## src/rtl/de2_70_ethernet_nios2_qsys_0_oci_dct_packer.sv

```systemverilog
// Trace-code frame packer.
// Packs 2-bit trace codes into a 30-bit accumulator (up to 15 codes) and
// hands complete or flushed frames to a single-entry output register with a
// valid/ready handshake. A frame closes when it is full, on flush, or
// (optionally) after an idle timeout.
// Optional feature: define DCT_PACKER_TIMEOUT_EN to enable the idle-timeout
// auto-flush; without it frames close only when full or on flush.
module de2_70_ethernet_nios2_qsys_0_oci_dct_packer #(
  parameter int unsigned FLUSH_TIMEOUT = 255
) (
  input  logic        clk,
  input  logic        reset,
  input  logic        code_valid,
  input  logic [1:0]  code,
  input  logic        flush,
  output logic        frm_valid,
  input  logic        frm_ready,
  output logic [29:0] dct_buffer,
  output logic [3:0]  dct_count,
  output logic        overflow
);

  typedef enum logic [1:0] {
    ST_EMPTY = 2'd0,
    ST_FILL  = 2'd1,
    ST_FULL  = 2'd2
  } state_t;

  localparam logic [3:0] MAX_CODES = 4'd15;

  state_t      state_q, state_d;
  logic [29:0] acc_q, acc_d;
  logic [3:0]  count_q, count_d;
  logic        frm_valid_q, frm_valid_d;
  logic [29:0] buf_q, buf_d;
  logic [3:0]  buf_cnt_q, buf_cnt_d;
  logic        overflow_q, overflow_d;
  logic        flush_pend_q, flush_pend_d;
  logic        tmo_pend_q, tmo_pend_d;

  logic        slot_free;
  logic        full;
  logic        flush_req;
  logic        xfer_cond;
  logic        do_xfer;
  logic        code_accepted;
  logic        timeout;

`ifdef DCT_PACKER_TIMEOUT_EN
  localparam logic [7:0] TMO_LIMIT = 8'(FLUSH_TIMEOUT);

  logic [7:0] idle_q, idle_d;

  // Idle counter: restarts on any accepted code or frame transfer, counts
  // while a partial frame sits in the accumulator, saturates at the limit.
  always_comb begin
    idle_d = idle_q;
    if (code_accepted || do_xfer) begin
      idle_d = 8'd0;
    end else if ((count_q != 4'd0) && (idle_q != TMO_LIMIT)) begin
      idle_d = idle_q + 8'd1;
    end
  end

  // Idle counter register.
  always_ff @(posedge clk or posedge reset) begin
    if (reset) begin
      idle_q <= 8'd0;
    end else begin
      idle_q <= idle_d;
    end
  end

  assign timeout = (idle_q == TMO_LIMIT);
`else
  assign timeout = 1'b0;
`endif

  // State and datapath registers.
  always_ff @(posedge clk or posedge reset) begin
    if (reset) begin
      state_q      <= ST_EMPTY;
      acc_q        <= 30'd0;
      count_q      <= 4'd0;
      frm_valid_q  <= 1'b0;
      buf_q        <= 30'd0;
      buf_cnt_q    <= 4'd0;
      overflow_q   <= 1'b0;
      flush_pend_q <= 1'b0;
      tmo_pend_q   <= 1'b0;
    end else begin
      state_q      <= state_d;
      acc_q        <= acc_d;
      count_q      <= count_d;
      frm_valid_q  <= frm_valid_d;
      buf_q        <= buf_d;
      buf_cnt_q    <= buf_cnt_d;
      overflow_q   <= overflow_d;
      flush_pend_q <= flush_pend_d;
      tmo_pend_q   <= tmo_pend_d;
    end
  end

  // Next-state logic: transfer decision, accumulator update, pending
  // flush/timeout retention and overflow detection.
  always_comb begin
    state_d       = state_q;
    acc_d         = acc_q;
    count_d       = count_q;
    frm_valid_d   = frm_valid_q;
    buf_d         = buf_q;
    buf_cnt_d     = buf_cnt_q;
    overflow_d    = overflow_q;
    flush_pend_d  = flush_pend_q;
    tmo_pend_d    = tmo_pend_q;
    code_accepted = 1'b0;

    slot_free = !frm_valid_q || frm_ready;
    full      = (state_q == ST_FULL);
    // A flush only means something if there is (or is about to be) a code.
    flush_req = (flush || flush_pend_q) && ((count_q != 4'd0) || code_valid);
    xfer_cond = full || flush_req || timeout || tmo_pend_q;
    do_xfer   = xfer_cond && slot_free;

    if (do_xfer) begin
      frm_valid_d  = 1'b1;
      flush_pend_d = 1'b0;
      tmo_pend_d   = 1'b0;
      if (full) begin
        // Full frame leaves as-is; a code arriving now starts the next frame.
        buf_d     = acc_q;
        buf_cnt_d = MAX_CODES;
        if (code_valid) begin
          acc_d         = {28'd0, code};
          count_d       = 4'd1;
          code_accepted = 1'b1;
        end else begin
          acc_d   = 30'd0;
          count_d = 4'd0;
        end
      end else begin
        // Partial frame: a same-cycle code is folded into the closing frame.
        if (code_valid) begin
          buf_d         = {acc_q[27:0], code};
          buf_cnt_d     = count_q + 4'd1;
          code_accepted = 1'b1;
        end else begin
          buf_d     = acc_q;
          buf_cnt_d = count_q;
        end
        acc_d   = 30'd0;
        count_d = 4'd0;
      end
    end else begin
      if (frm_valid_q && frm_ready) begin
        frm_valid_d = 1'b0;
      end
      // Remember a close request that could not be served yet.
      if (flush_req) begin
        flush_pend_d = 1'b1;
      end
      if (timeout) begin
        tmo_pend_d = 1'b1;
      end
      if (code_valid) begin
        if (full) begin
          overflow_d = 1'b1;
        end else begin
          acc_d         = {acc_q[27:0], code};
          count_d       = count_q + 4'd1;
          code_accepted = 1'b1;
        end
      end
    end

    if (count_d == 4'd0) begin
      state_d = ST_EMPTY;
    end else if (count_d == MAX_CODES) begin
      state_d = ST_FULL;
    end else begin
      state_d = ST_FILL;
    end
  end

  assign frm_valid  = frm_valid_q;
  assign dct_buffer = buf_q;
  assign dct_count  = buf_cnt_q;
  assign overflow   = overflow_q;

endmodule

```

## config.mk

```make
export PLATFORM = sky130hd
export DESIGN_NAME = de2_70_ethernet_nios2_qsys_0_oci_dct_packer
export DESIGN_NICKNAME = d
export VERILOG_FILES = /design/src/rtl/de2_70_ethernet_nios2_qsys_0_oci_dct_packer.sv
export SDC_FILE = /design/constraint.sdc
export NUM_CORES = 1
export LEC_CHECK = 0
export BUFFER_PORTS_ARGS = -buffer_cell sky130_fd_sc_hd__buf_2
export CAP_MARGIN = 20
export CORE_MARGIN = 3
export CORE_UTILIZATION = 51
export CTS_CLUSTER_DIAMETER = 30
export CTS_CLUSTER_SIZE = 14
export DETAILED_ROUTE_END_ITERATION = 10
export GPL_TIMING_DRIVEN = 1
export PLACE_DENSITY = 0.83
export SLEW_MARGIN = 20
export SYNTH_ARGS = -nofsm -noshare
export SYNTH_HDL_FRONTEND = slang
export SYNTH_SLANG_ARGS = --single-unit
```

## constraint.sdc

```tcl
create_clock -name clk -period 2.3 [get_ports clk]
set_input_delay 0.46 -clock clk [delete_from_list [all_inputs] [get_ports clk]]
set_output_delay 0.46 -clock clk [all_outputs]
set_load 0.1 [all_outputs]
```

## Word level (Yosys, flattened, before mapping)

Cells that the tools add are included.

- Register bits after elaboration: 73
- Input port bits: 7
- Output and inout bits: 36
- Logic and storage cells: 48

- $add $sub $neg: 1
- Equal/unequal tests: 3
- Muxes and demuxes: 20
- Bitwise logic cells: 1
- Reductions and logical operators: 15

Operators with widths:

| kind | count |
|---|---|
| $mux W30 | 6 |
| $mux W4 | 6 |
| $mux W2 | 3 |
| $reduce_bool A2 Y1 | 3 |
| $mux W1 | 5 |
| $add A4 B1 Y4 const B | 1 |
| $eq A4 B4 Y1 const B | 1 |
| $logic_not A4 Y1 | 1 |
| $logic_or A1 B1 Y1 | 4 |
| $reduce_bool A4 Y1 | 1 |
| $logic_and A1 B1 Y1 | 3 |
| $reduce_and A3 Y1 | 1 |
| $eq A2 B2 Y1 const B | 1 |
| $ne A2 B1 Y1 const B | 1 |
| $reduce_and A2 Y1 | 1 |
| $logic_not A1 Y1 | 1 |
| $not A1 Y1 | 1 |

## Longest topological paths before layout

- Depth in word-level cells: 9
- Gate-level depth with buffers: 9
- Depth with buffers taken out: 7

## Least setup slack after synthesis

No wires, ideal clock.

- Kind: register to register
- Start point: register frm_valid_q (netlist: frm_valid)
- End point: register state_q[0]
- Library setup time: 0.121 ns
- Arrival time: 1.914 ns
- Required time: 2.179 ns
- Setup slack: 0.265 ns
- Cell stages (with the launch flop): 6
- Path buffers: 0
- Period minus slack after synthesis: 2.035 ns
- Cell sequence: dfrtp_1 and2b_1 nor4_1 a31oi_1 a21o_1 o22a_1

- Word-level cells in the longest chain between the ends: 7
- Elaborated cells on any way between the ends: 8
- Those cells by class: eq/ne (1); mux (3); reduce/logical (4)

RTL lines:

| item | line | source |
|---|---|---|
| from (decl) | 34 | `logic frm_valid_q, frm_valid_d;` |
| from (signal assigned) | 95 | `frm_valid_q <= frm_valid_d;` |
| $logic_not A1 Y1 * | 118 | `slot_free = !frm_valid_q \|\| frm_ready;` |
| $logic_or A1 B1 Y1 * | 118 |  |
| $logic_and A1 B1 Y1 * | 123 | `do_xfer = xfer_cond && slot_free;` |
| $mux W4 * | 125 | `if (do_xfer) begin` |
| $eq A4 B4 Y1 | 178 | `end else if (count_d == MAX_CODES) begin` |
| $mux W2 | 178 |  |
| $mux W2 * | 176 | `if (count_d == 4'd0) begin` |
| net state_d[0] | 31 | `state_t state_q, state_d;` |
| to (signal assigned) | 92 | `state_q <= state_d;` |
| to (decl) | 31 |  |

The timed path passes the listed nets; every way through them passes the cells marked *.
A chain may end at the register's enable or synchronous reset.

## Worst setup path in the final report

- Start point: register count_q[0]
- End point: register buf_cnt_q[2] (netlist: dct_count[2])

- Word-level cells in the longest chain between the ends: 5
- Elaborated cells on any way between the ends: 8
- Those cells by class: add/sub (1); mux (2); reduce/logical (5)

RTL lines:

| item | line | source |
|---|---|---|
| from (decl) | 33 | `logic [3:0] count_q, count_d;` |
| from (signal assigned) | 94 | `count_q <= count_d;` |
| parallel branches: the longest is 5 deep, another holds $add A4 B1 Y4 | -- |  |
| to (signal assigned) | 97 | `buf_cnt_q <= buf_cnt_d;` |
| to (decl) | 36 | `logic [3:0] buf_cnt_q, buf_cnt_d;` |

Parallel ways; which one is timed is not known.

==> impl_metrics.toml <==
[route]
routedWlPerCell_microns = 13.6
firstDrtPassIters = 4
drt_iter0_markers = 119
vias_per_cell = 5.16
ant_nets = 0
drc_errors = 0
finalWirelength_mm = 5.24
vias = 1988

[logic_synthesis]
ys_ff_latch = 73
synth_area_sq_um = 3000
synth_top_area_share_pct = 60.8
synth_seq_area_share_pct = 60.8
syn_inst = 268
synth_ff_type = "dfrtp_1"
ys_top_cells_by_area = "dfrtp_1 (61%), mux2i_1 (11%), nor2_1 (8.2%)"
yosys_warnings = 0
postSynthAreaPerCell_sq_um = 11.2
syn_nets = 277
synth.distinct_cells = 34
synth-edff-count = 0
ys_async_sr_fraction_pct = 100
yosysTopAreaCell = "dfrtp_1"

[placed_design]
dp_hpwl_mm = 3.36
place_congestion = 0.797
place_area_sq_um = 3270
numPortBuffers = 42
post-place-cells = 369

[timing]
clock.fmax_mhz = 486
min_period_ps = 2060
finalSetupViolations = 0
hold_viol = 0
clock-skew-final_ps = 4.35
finalCritPeriodShare_pct = 89.5
rsz0062_at_grt = "false"
timing.setup.tns_ps = 0
worst_slew_pin_slew_ps = 569
finalMaxSlewViolations = 0
slew_headroom_pct = 61.7

[critical_path]
crit_required_ps = 2560
cp-end-kind = "flop"
slowest_stage = "dfrtp_1"
timing.rr.start = "count_q[0]$_DFF_PP0_"
critical_path_buf_inv_count = 2
reg2reg_slack_ps = 240
r2r_cells = 8
cp_top_family = "simple AND/OR/NAND/NOR gates"
crit_type = "reg -> reg"
path_max_fanout = 97
cpPeakStageDelay_ps = 450
cp-start-kind = "flop"
r2r-end = "dct_count[2]$_DFFE_PP0P_"
cp_cell_sequence = "inv_1, ha_1, nor4b_4, or2_4, a21oi_4, buf_12, nor2_1, a31oi_1"
crit_arrival_ps = 2320

[layout]
drive_gt1_share_pct = 22.0
utilization_pct = 62.9
fin_area_sq_um = 3530
regArea_sq_um = 1830
multi_input_area_sq_um = 1070
layout.nets = 317
fill_cells = 438
syn_to_final_growth_pct = 17.4
antenna_cells = 0
stdcell_count = 385

[grt]
grt_pass1_wl_mm = 8.90
globalRouteTotalUtil_pct = 17.6
antenna_found_initial = 0
overflow = 0
grt_max_degree = 98
grt_pass1_vias = 1960

[min_path]
hp-class = "in -> async"

[floorplan]
num_rows = 27
fp.dieW_microns = 82.8
io_pins = 43
die_h_microns = 82.8
fp.dieArea_sq_um = 6850
start_util_pct = 53.6
core_sq_um = 5610

[clock_tree]
clk_latency_ps = 340
cts_sinks = 73
postCtsHoldBufs = 0
cts_setup_buffers = 0
clk_pin_slew_ps = 70
cts_root_buf = "clkbuf_8"
cts_resized = 0
cts_tree = "done"
numCtsBuffers = 9
h-tree-depth = 3
cts_max_path_buffers = 2

[run_status]
status = "completed"

[job]
maxCapViolations = 0
-- kinds of logic (layout without fill, tap and decap cells) --
kind of cell	after synthesis	in the layout	share of synthesized area, %
AO/OA/AOI/OAI	50	50	9.45
XOR/XNOR	4	4	1.17
adder cells (fa/ha/maj)	2	2	0.833
buffers and inverters	20	65	4.00
flip-flops	73	73	60.8
multiplexers	32	32	10.7
AND/OR/NAND/NOR	87	87	13.1
-- cell type report --
type	count	area share, %
Clock buffer	12	4.40
Clock inverter	4	2.80
Inverter	4	0.532
Multi-Input combinational cell	175	30.3
Sequential cell	73	51.8
Tap cell	72	2.55
Timing Repair Buffer	45	7.66
-- worst min-delay path: stages --
cell and delay (ps):
buf_2 110, clkinvlp_4 70, buf_12 320
-- layout by cell type, fill, tap and decap left out --
cell	netlist	final
nor2_1	66	66
or3_1	1	1
o22ai_1	2	2
and2b_1	1	1
nand2_1	4	3
a31oi_1	5	5
nor2b_1	1	1
ha_1	2	2
and4_1	1	1
buf_12	0	3
inv_1	4	3
nand2_2	0	1
clkinvlp_4	0	1
nor4_1	1	1
nand3_1	2	2
a211oi_2	1	1
nor3_1	2	2
or2_4	1	1
clkinv_4	0	1
xor2_1	1	1
bufinv_16	0	3
nor4b_4	1	1
buf_2	9	42
o22a_1	2	2
o21ai_0	1	1
nand2_4	1	1
mux2i_1	32	32
a21oi_4	0	1
clkbuf_8	0	11
and2_1	1	1
and3_1	1	1
a31o_2	1	1
a21o_1	1	1
nand2b_1	2	2
a21oi_1	36	36
clkbuf_1	0	1
dfrtp_1	73	73
xnor2_1	3	3
nor2_2	1	1
-- worst max path at each step --
stage          slack (ps)  cells after the start                         to             startpoint
2_1_floorplan         270                      5       state_q[0]$_DFF_PP0_  frm_valid$_DFFE_PP0P_
3_3_place_gp          320                      6       state_q[0]$_DFF_PP0_             code_valid
3_5_place_dp          250                      8   dct_count[2]$_DFFE_PP0P_   count_q[0]$_DFF_PP0_
4_1_cts               230                      8   dct_count[2]$_DFFE_PP0P_   count_q[0]$_DFF_PP0_
5_1_grt                70                      8  dct_buffer[1]$_DFFE_PP0P_   count_q[0]$_DFF_PP0_
6_report              240                      8   dct_count[2]$_DFFE_PP0P_   count_q[0]$_DFF_PP0_
-- through the flow --
stage	hold WS [ps]	worst slack [ps]
6_report	216	242
5_1_grt	238	73.4
4_1_cts	220	230
3_5_place_dp	494	249
3_3_place_gp	482	320
2_1_floorplan	485	265
-- state kept, by name, summed over array words and instances (netlist names) --
signal,flops
dct_count,4
acc_q,30
overflow,1
count_q,4
flush_pend_q,1
frm_valid,1
dct_buffer,30
state_q,2
-- metal layers --
layer  GRT usage [%]  up-vias  wire (microns)
li1                -      988               -
met1            21.5      957            2440
met2            28.8       34            2480
met3            5.10        9             220
met4            8.33        0             105
met5               0        -               0
-- Yosys cell counts (2+ instances only) --
master and instances:
inv_1 4, buf_6 2, mux2i_1 32, ha_1 2
dfrtp_1 73, nand2b_1 2, nor2_1 66, o22a_1 2
buf_2 9, xnor2_1 3, a31oi_1 5, a21oi_1 36
o22ai_1 2, nor3_1 2, nand3_1 2, buf_4 5
nand2_1 4
Power is not shown: default switching activity piles up to over one toggle a cycle in this logic, so the estimate is an artifact.
